`src/rtl/regfile_mp_if.sv`:
```
// Register-file port bundle: read ports, EX/MEM write-back, issue and the busy scoreboard.
// Latency: reads are combinational, writes land on the next edge; there is no backpressure.
interface regfile_mp_if #(
    parameter int DATA_W = 32,
    parameter int ADDR_W = 5,
    parameter int NUM_RD = 2
);
    logic [NUM_RD*ADDR_W-1:0] rd_addr_i;
    logic [NUM_RD*DATA_W-1:0] rd_data_o;
    logic [NUM_RD-1:0]        rd_busy_o;
    logic                     ex_wb_en_i;
    logic [ADDR_W-1:0]        ex_rd_i;
    logic [DATA_W-1:0]        ex_rd_data_i;
    logic                     mem_wb_en_i;
    logic [ADDR_W-1:0]        mem_rd_i;
    logic [DATA_W-1:0]        mem_rd_data_i;
    logic                     iss_en_i;
    logic [ADDR_W-1:0]        iss_rd_i;
    logic [ADDR_W:0]          busy_cnt_o;

    modport slave (
        input  rd_addr_i, ex_wb_en_i, ex_rd_i, ex_rd_data_i,
               mem_wb_en_i, mem_rd_i, mem_rd_data_i, iss_en_i, iss_rd_i,
        output rd_data_o, rd_busy_o, busy_cnt_o
    );

    modport master (
        output rd_addr_i, ex_wb_en_i, ex_rd_i, ex_rd_data_i,
               mem_wb_en_i, mem_rd_i, mem_rd_data_i, iss_en_i, iss_rd_i,
        input  rd_data_o, rd_busy_o, busy_cnt_o
    );
endinterface

```
`src/rtl/regfile_mp.sv`:
```
// Multi-read, dual-write-back register file with bypass, hard-wired x0 and a busy scoreboard.
// Latency: reads are combinational, writes land on the next edge; there is no backpressure (ID stalls on rd_busy_o).
module regfile_mp #(
    parameter int DATA_W = 32,
    parameter int ADDR_W = 5,
    parameter int NUM_RD = 2
) (
    input  logic         clk,
    input  logic         rest,
    regfile_mp_if.slave  bus
);
    localparam int NUM_REGS = 1 << ADDR_W;
    localparam logic [ADDR_W:0] CNT_ONE = {{ADDR_W{1'b0}}, 1'b1};

    logic [DATA_W-1:0]   regs_q [NUM_REGS];
    logic [NUM_REGS-1:0] busy_q, busy_d;
    logic [ADDR_W:0]     cnt_q, cnt_d;

    logic ex_we, mem_we;

    // On a same-address collision EX carries the younger result, so MEM is dropped.
    assign ex_we  = bus.ex_wb_en_i && (bus.ex_rd_i != '0);
    assign mem_we = bus.mem_wb_en_i && (bus.mem_rd_i != '0) &&
                    !(bus.ex_wb_en_i && (bus.ex_rd_i == bus.mem_rd_i));

    always_comb begin
        busy_d = busy_q;
        for (int r = 1; r < NUM_REGS; r++) begin
            if (bus.iss_en_i && (bus.iss_rd_i == ADDR_W'(r))) begin
                busy_d[r] = 1'b1;
            end else if ((bus.ex_wb_en_i  && (bus.ex_rd_i  == ADDR_W'(r))) ||
                         (bus.mem_wb_en_i && (bus.mem_rd_i == ADDR_W'(r)))) begin
                busy_d[r] = 1'b0;
            end
        end
        busy_d[0] = 1'b0;

        // Incremental count keeps the output registered without a full popcount.
        cnt_d = cnt_q;
        for (int r = 1; r < NUM_REGS; r++) begin
            if (busy_d[r] && !busy_q[r]) begin
                cnt_d = cnt_d + CNT_ONE;
            end else if (!busy_d[r] && busy_q[r]) begin
                cnt_d = cnt_d - CNT_ONE;
            end
        end
    end

    always_ff @(posedge clk) begin
        if (rest) begin
            for (int r = 0; r < NUM_REGS; r++) begin
                regs_q[r] <= '0;
            end
            busy_q <= '0;
            cnt_q  <= '0;
        end else begin
            if (ex_we) begin
                regs_q[bus.ex_rd_i] <= bus.ex_rd_data_i;
            end
            if (mem_we) begin
                regs_q[bus.mem_rd_i] <= bus.mem_rd_data_i;
            end
            busy_q <= busy_d;
            cnt_q  <= cnt_d;
        end
    end

    logic [NUM_RD*DATA_W-1:0] rd_data_w;
    logic [NUM_RD-1:0]        rd_busy_w;

    for (genvar k = 0; k < NUM_RD; k++) begin : g_rd
        logic [ADDR_W-1:0] addr;
        logic              ex_hit, mem_hit;
        logic [DATA_W-1:0] rd_dat;

        assign addr    = bus.rd_addr_i[k*ADDR_W +: ADDR_W];
        assign ex_hit  = bus.ex_wb_en_i  && (bus.ex_rd_i  == addr);
        assign mem_hit = bus.mem_wb_en_i && (bus.mem_rd_i == addr);

        always_comb begin
            if (rest || (addr == '0)) begin
                rd_dat = '0;
            end else if (ex_hit) begin
                rd_dat = bus.ex_rd_data_i;
            end else if (mem_hit) begin
                rd_dat = bus.mem_rd_data_i;
            end else begin
                rd_dat = regs_q[addr];
            end
        end

        assign rd_data_w[k*DATA_W +: DATA_W] = rd_dat;
        // A value arriving on a write-back port this cycle is forwarded, so the operand is ready.
        assign rd_busy_w[k] = busy_q[addr] && !ex_hit && !mem_hit && (addr != '0) && !rest;
    end

    assign bus.rd_data_o  = rd_data_w;
    assign bus.rd_busy_o  = rd_busy_w;
    assign bus.busy_cnt_o = cnt_q;
endmodule

```
`src/flat_wrapper.sv`:
```
// flat-port wrapper written by rule: the top's interface ports become plain ports
module regfile_mp_flat 
#(
    parameter int DATA_W = 32,
    parameter int ADDR_W = 5,
    parameter int NUM_RD = 2
)
  (clk, rest, bus_rd_addr_i, bus_ex_wb_en_i, bus_ex_rd_i, bus_ex_rd_data_i, bus_mem_wb_en_i, bus_mem_rd_i, bus_mem_rd_data_i, bus_iss_en_i, bus_iss_rd_i, bus_rd_data_o, bus_rd_busy_o, bus_busy_cnt_o);
  regfile_mp_if #(.DATA_W(DATA_W), .ADDR_W(ADDR_W), .NUM_RD(NUM_RD)) bus_i ();
  input  logic clk;
  input  logic rest;
  input wire logic [$bits(bus_i.rd_addr_i)-1:0] bus_rd_addr_i;
  input wire logic [$bits(bus_i.ex_wb_en_i)-1:0] bus_ex_wb_en_i;
  input wire logic [$bits(bus_i.ex_rd_i)-1:0] bus_ex_rd_i;
  input wire logic [$bits(bus_i.ex_rd_data_i)-1:0] bus_ex_rd_data_i;
  input wire logic [$bits(bus_i.mem_wb_en_i)-1:0] bus_mem_wb_en_i;
  input wire logic [$bits(bus_i.mem_rd_i)-1:0] bus_mem_rd_i;
  input wire logic [$bits(bus_i.mem_rd_data_i)-1:0] bus_mem_rd_data_i;
  input wire logic [$bits(bus_i.iss_en_i)-1:0] bus_iss_en_i;
  input wire logic [$bits(bus_i.iss_rd_i)-1:0] bus_iss_rd_i;
  output wire logic [$bits(bus_i.rd_data_o)-1:0] bus_rd_data_o;
  output wire logic [$bits(bus_i.rd_busy_o)-1:0] bus_rd_busy_o;
  output wire logic [$bits(bus_i.busy_cnt_o)-1:0] bus_busy_cnt_o;
  assign bus_i.rd_addr_i = bus_rd_addr_i;
  assign bus_i.ex_wb_en_i = bus_ex_wb_en_i;
  assign bus_i.ex_rd_i = bus_ex_rd_i;
  assign bus_i.ex_rd_data_i = bus_ex_rd_data_i;
  assign bus_i.mem_wb_en_i = bus_mem_wb_en_i;
  assign bus_i.mem_rd_i = bus_mem_rd_i;
  assign bus_i.mem_rd_data_i = bus_mem_rd_data_i;
  assign bus_i.iss_en_i = bus_iss_en_i;
  assign bus_i.iss_rd_i = bus_iss_rd_i;
  assign bus_rd_data_o = bus_i.rd_data_o;
  assign bus_rd_busy_o = bus_i.rd_busy_o;
  assign bus_busy_cnt_o = bus_i.busy_cnt_o;
  regfile_mp #(.DATA_W(DATA_W), .ADDR_W(ADDR_W), .NUM_RD(NUM_RD)) u_core (.clk(clk), .rest(rest), .bus(bus_i));
endmodule
```
`config.mk`:
```
export PLATFORM = sky130hd
export DESIGN_NAME = regfile_mp_flat
export DESIGN_NICKNAME = d
export VERILOG_FILES = /design/src/rtl/regfile_mp_if.sv /design/src/rtl/regfile_mp.sv /design/src/flat_wrapper.sv
export SDC_FILE = /design/constraint.sdc
export NUM_CORES = 2
export LEC_CHECK = 0
export BUFFER_PORTS_ARGS = -buffer_cell sky130_fd_sc_hd__buf_2
export CORE_MARGIN = 1.5
export CORE_UTILIZATION = 40
export CTS_CLUSTER_DIAMETER = 30
export DETAILED_ROUTE_END_ITERATION = 7
export PLACE_DENSITY = 0.61
export SYNTH_ARGS = -nofsm -noshare
export SYNTH_HDL_FRONTEND = slang
export SYNTH_SLANG_ARGS = --single-unit
```
`constraint.sdc`:
```
create_clock -name clk -period 26 [get_ports clk]
set_input_delay 0 -clock clk [delete_from_list [all_inputs] [get_ports clk]]
set_output_delay 0 -clock clk [all_outputs]
set_load 0.05 [all_outputs]
```
* Word-level counts from Yosys, hierarchy flattened
Memory sizes are Yosys's and may differ from the RTL's.
Cells that the tools add are included.
** Word-level totals
- Input port bits :: 94
- Logic and storage cells :: 594
- Register bits after elaboration :: 38
- Bits in writable memories :: 1024
- Output and inout bits :: 72
- Memories kept :: 1
** Memory list
- u_core.regs_q :: words 32, width 32, read ports 2, clocked after Yosys merged registers in 0, wr ports 32, line regfile_mp.sv:15 : logic [DATA_W-1:0] regs_q [NUM_REGS];
** Cells by class
- Add/sub/neg operators :: 62
- Magnitude comparators :: 2
- Equality and inequality tests :: 98
- Reduce and logical (&&, ||, !) cells :: 280
- Mux-type cells :: 148
** Operator list (number)
- $mux W6 :: 62
- $mux W32 :: 8
- $eq A5 B5 Y1 const B :: 48
- $add A6 B1 Y6 const B :: 31
- $sub A6 B1 Y6 const B :: 31
- $logic_and A1 B1 Y1 :: 171
- $eq A5 B4 Y1 const B :: 24
- $mux W1 :: 74
- $logic_not A1 Y1 :: 68
- $reduce_or A32 Y1 :: 2
- $eq A5 B3 Y1 const B :: 12
- $logic_or A1 B1 Y1 :: 33
- $eq A5 B2 Y1 const B :: 6
- $eq A5 B5 Y1 :: 5
- $reduce_bool A5 Y1 :: 4
- $eq A5 B1 Y1 const B :: 3
- $lt A5 B6 Y1 const B :: 2
- $bmux W1 S5 :: 2
- $logic_not A5 Y1 :: 2
- $mux W5 :: 2

* Longest topological paths before layout
- Word-level depth :: 99
- Mapped depth :: 147
- Depth with buffers taken out :: 144

* Worst setup path before layout
No wires, ideal clock.
- Kind :: reg2reg
- Start :: reg u_core.cnt_q[0], in the netlist u_core.bus.busy_cnt_o[0]
- End :: reg u_core.cnt_q[5], in the netlist u_core.bus.busy_cnt_o[5]
- Stages on the path, launching flop included :: 140
- Arrival time :: 25.650 ns
- Required time :: 25.872 ns
- Buffers on the path :: 2
- Slack :: 0.222 ns
- Library setup time :: 0.128 ns
- Cells stage by stage :: dfxtp_1 > inv_1 > ha_1 > a211o_1 > mux2i_1 > nor2_2 > inv_1 > ha_1 > inv_1 > a21oi_1 > o31a_1 > or2_1 > ha_1 > nor2_1 > a21oi_1 > o31ai_1 > inv_1 > ha_1 > [104 not listed] > ha_1 > mux2i_1 > a21oi_1 > inv_1 > ha_1 > a211oi_1 > a31o_2 > inv_1 > ha_1 > and3_1 > a31oi_1 > xor2_1 > nand2_1 > nor3_1 > and3_1 > mux2i_1 > xnor2_1 > nor2_1
** On the way
- Word-level cells in the longest chain between the ends :: 93
- Elaborated cells between the ends (all ways) :: 124
- Classes of those cells :: add/sub (62); mux (62)
** RTL lines
- start: declaration :: line regfile_mp.sv:17 : logic [ADDR_W:0] cnt_q, cnt_d;
- start signal: assignment :: line regfile_mp.sv:64 : cnt_q <= cnt_d;
- $sub A6 B1 Y6 :: line regfile_mp.sv:44 : cnt_d = cnt_d - CNT_ONE;
- $mux W6 :: line regfile_mp.sv:43 : end else if (!busy_d[r] && busy_q[r]) begin
- $mux W6 * :: line regfile_mp.sv:41 : if (busy_d[r] && !busy_q[r]) begin
- $sub A6 B1 Y6 :: line regfile_mp.sv:44
- $mux W6 :: line regfile_mp.sv:43
- $mux W6 * :: line regfile_mp.sv:41
- $sub A6 B1 Y6 :: line regfile_mp.sv:44
- $mux W6 :: line regfile_mp.sv:43
- [77 not listed]
- $mux W6 :: line regfile_mp.sv:43
- $mux W6 * :: line regfile_mp.sv:41
- $sub A6 B1 Y6 :: line regfile_mp.sv:44
- $mux W6 :: line regfile_mp.sv:43
- $mux W6 * :: line regfile_mp.sv:41
- $sub A6 B1 Y6 :: line regfile_mp.sv:44
- $mux W6 :: line regfile_mp.sv:43
- $mux W6 * :: line regfile_mp.sv:41
Every way passes the cells marked *; elsewhere a longest branch is shown, timed or not.
A chain may end at the register's enable or synchronous reset.

* Final worst setup path
Same ends and word-level chain as after synthesis.

==> results.cfg <==
[synth]
ys.flop_type = edfxtp_1
synth_top_cell_area_share_pct = 43.6
synth_cells = 5782
yosysSeqAreaShare_pct = 44.6
syn-mean-instance-area_um2 = 12.2
synth_area_leaders = edfxtp_1 (44%), mux4_2 (15%), a22o_1 (12%), mux2i_1 (3.7%), clkbuf_1 (3.2%)
yosys_warnings = 0
ys_types = 104
synth.largest_area_cell = edfxtp_1
synth_edf_count = 1024
async_reset_ff_share_pct = 0
ys_ff_latch = 1061
syn-cell-area_um2 = 70600

[routing]
viasPerCell = 7.07
wirelength_um = 294000
dr.pass1.iters = 7
wl_per_cell_um = 35.4
drt_iter0_drc = 9043
ant_nets = 0
route.detailed.drc = 0
num_vias = 58757

[cells_and_area]
drive_above_1_share_pct = 25.6
syn2layout_area_growth_pct = 18.6
fin_util_pct = 47.9
final_nets = 5931

[worst_setup_path]
r2r_cells = 143
cp.required_ps = 26660
start_kind = flop
cp.arrival_ps = 25280
worstPathMaxFanout = 6
end_kind = flop
r2r-start = u_core.bus.busy_cnt_o[0]
crit_path_top_delay_cell = or4_1
cp_common_cell = ha_1
cp-startpoint = u_core.bus.busy_cnt_o[0]
worstSetupPathType = reg -> reg
crit_path_max_incr_delay_ps = 520

[power_and_ir_drop]
pwr-share-comb_pct = 29.3
p_sw_share_pct = 31.8
internal_power_mw = 4.96
power.density_nw_per_um2 = 87.0
seq_power_share_pct = 28.0
ir_drop_mv = 0.0897
fin_total_pwr_mw = 7.28
power_frac_clock_pct = 42.7
p_switching_mw = 2.32
power.leakage_nw = 29.6

[floorplan]
die_w_um = 423
coreArea_um2 = 175000
ioPinCount = 166
rows = 153
die_area_um2 = 179000
start_util_pct = 40.4
die_y_um = 423

[sta]
finalSetupViolCount = 0
hold_viol_final = 0
max_freq_mhz = 40.6
period_share_pct = 94.7
finClkSkew_ps = 49.5
slew_headroom_pct = 20.8
worst-slew-pin-transition_ps = 1180
slew_violations = 0
period_needed_ps = 24620

[run_status]
run_status = finished clean

[placed_design]
routabilityCongestion = 0.911
post-dp-hpwl_um = 163000
io_buffers = 165

[min_path]
hold_path_class = in -> reg
worstHoldStart = bus_mem_rd_i[2]
holdPathStages = 6

[clock_network]
h-tree-depth = 4
cts-root-buf = clkbuf_16
clock_latency_ps = 860
cts_buffers = 232
clkTransAtPathRegs_ps = 40
cts_tree = done
cts.sinks = 1061
clock_path_buffers = 3

[global_routing]
grt_start_max_net_pins = 104
grt_antenna_before_repair = 9
overflow = 0
grt_pass1_vias = 56370
grt_pass1_wl_um = 409000
track_usage_pct = 31.7

[run]
cap_violations = 0
[cells in the mapped netlist (29+ instances only)]
library cell and n:
clkbuf_1 611, buf_1 135, nand3_1 64, xor2_1 65, a22o_1 995, o221ai_1 69
mux2_2 70, mux4_2 464, o22ai_1 66, ha_1 61, edfxtp_1 1024, o21ai_0 136
a21oi_1 300, or3_1 44, nand2_1 145, mux2i_1 264, a31oi_1 34, dfxtp_1 37
xnor2_1 111, a211oi_1 76, inv_1 69, and3_1 41, nor3_1 87, a22oi_1 29
nor2_1 381
[what timing repair did]
item / 4_1_cts / 5_1_grt
endpoints found under the hold margin: 1011 / 0
hold buffers: 115 / 0
gates resized for setup: 5 / 60
cloned: 0 / 0
pin swaps: 1 / 25
buffers inserted: 2 / 16
setup endpoints to repair: 5 / 5
[routing by layer]
layer	up-vias	share of wire [%]	track usage, %
li1	23371	-	-
met1	29418	35	39.0
met2	4799	45	48.8
met3	1167	12	8.37
met4	2	7.9	22.0
met5	-	0.0041	0
[cell type report]
type | instances | area (um^2)
fillers | 15234 | 90900
multi-input cells | 3911 | 37000
flip-flops and latches | 1061 | 31500
clock buffers | 262 | 6020
repair buffers | 494 | 3680
well taps | 2325 | 2910
clock inverters | 171 | 2250
inverters | 76 | 285
diodes | 8 | 20.0
[worst max-delay path, delay by kind of cell (launching register included)]
| family | cells | cell delay (ps) |
|---|---|---|
| DFF | 1 | 330 |
| AOI/OAI and AO/OA | 46 | 6610 |
| xor gates and xnor gates | 2 | 360 |
| muxes | 4 | 630 |
| adders and majority gates | 29 | 8670 |
| buffers and inverters | 19 | 1620 |
| and+or+nand+nor | 43 | 6240 |
[per-stage QoR]
step / cell area [um^2] / setup TNS, ps / setup WS, ps / instances / hold slack, ps
floorplan: 70700 / 0 / 222 / 5813 / 221
global placement: 73700 / -1360 / -388 / 7734 / 449
detailed placement: 73700 / -3740 / -932 / 7734 / 446
CTS: 83200 / 0 / 17.3 / 8284 / 37.4
global route: 83700 / -913 / -301 / 8304 / 108
finish: 83700 / 0 / 1380 / 8308 / 88.3
[cell usage in the layout (no fill, tap or decap), drive strengths merged, types with 77 or more instances in the layout]
cell type    count
nor2           382
clkinv          77
xor2            79
clkbuf         262
nor3            89
xnor2          134
edfxtp        1024
mux2i          264
inv             91
nand2          146
a22o           995
dlygate4sd3    115
o21ai          143
a21oi          301
buf            379
mux4           464
[worst paths after layout]
check                                   to  slack (ps)
hold reg to reg           u_core.busy_q[4]         520
setup / recovery  u_core.bus.busy_cnt_o[5]        1380
setup reg to reg  u_core.bus.busy_cnt_o[5]        1380
hold / removal           u_core.busy_q[29]          90
[state kept, by name (all words and copies together), names as in the netlist]
name and count:
u_core.bus.busy_cnt_o 6, u_core.regs_q 1024, u_core.busy_q 31
[logic make-up after synthesis]
kind of cell | share of synthesized area [%]
compound gates | 20.0
xor+xnor | 3.51
fa+ha+maj | 1.11
buf+inv | 4.51
flops | 44.6
mux | 19.7
other cells | 0.00531
simple gates | 6.61
[power by group through the flow]
stage / Sequential [mW] / Clock [mW] / Combinational (mW)
global placement: 2.06 / 0 / 1.83
detailed placement: 2.06 / 0 / 1.86
floorplan: 2.06 / 0 / 1.34
CTS: 2.03 / 3.10 / 1.90
finish: 2.04 / 3.11 / 2.13
global route: 2.05 / 3.18 / 2.30
No activity file was read; power rests on OpenSTA's default activity.
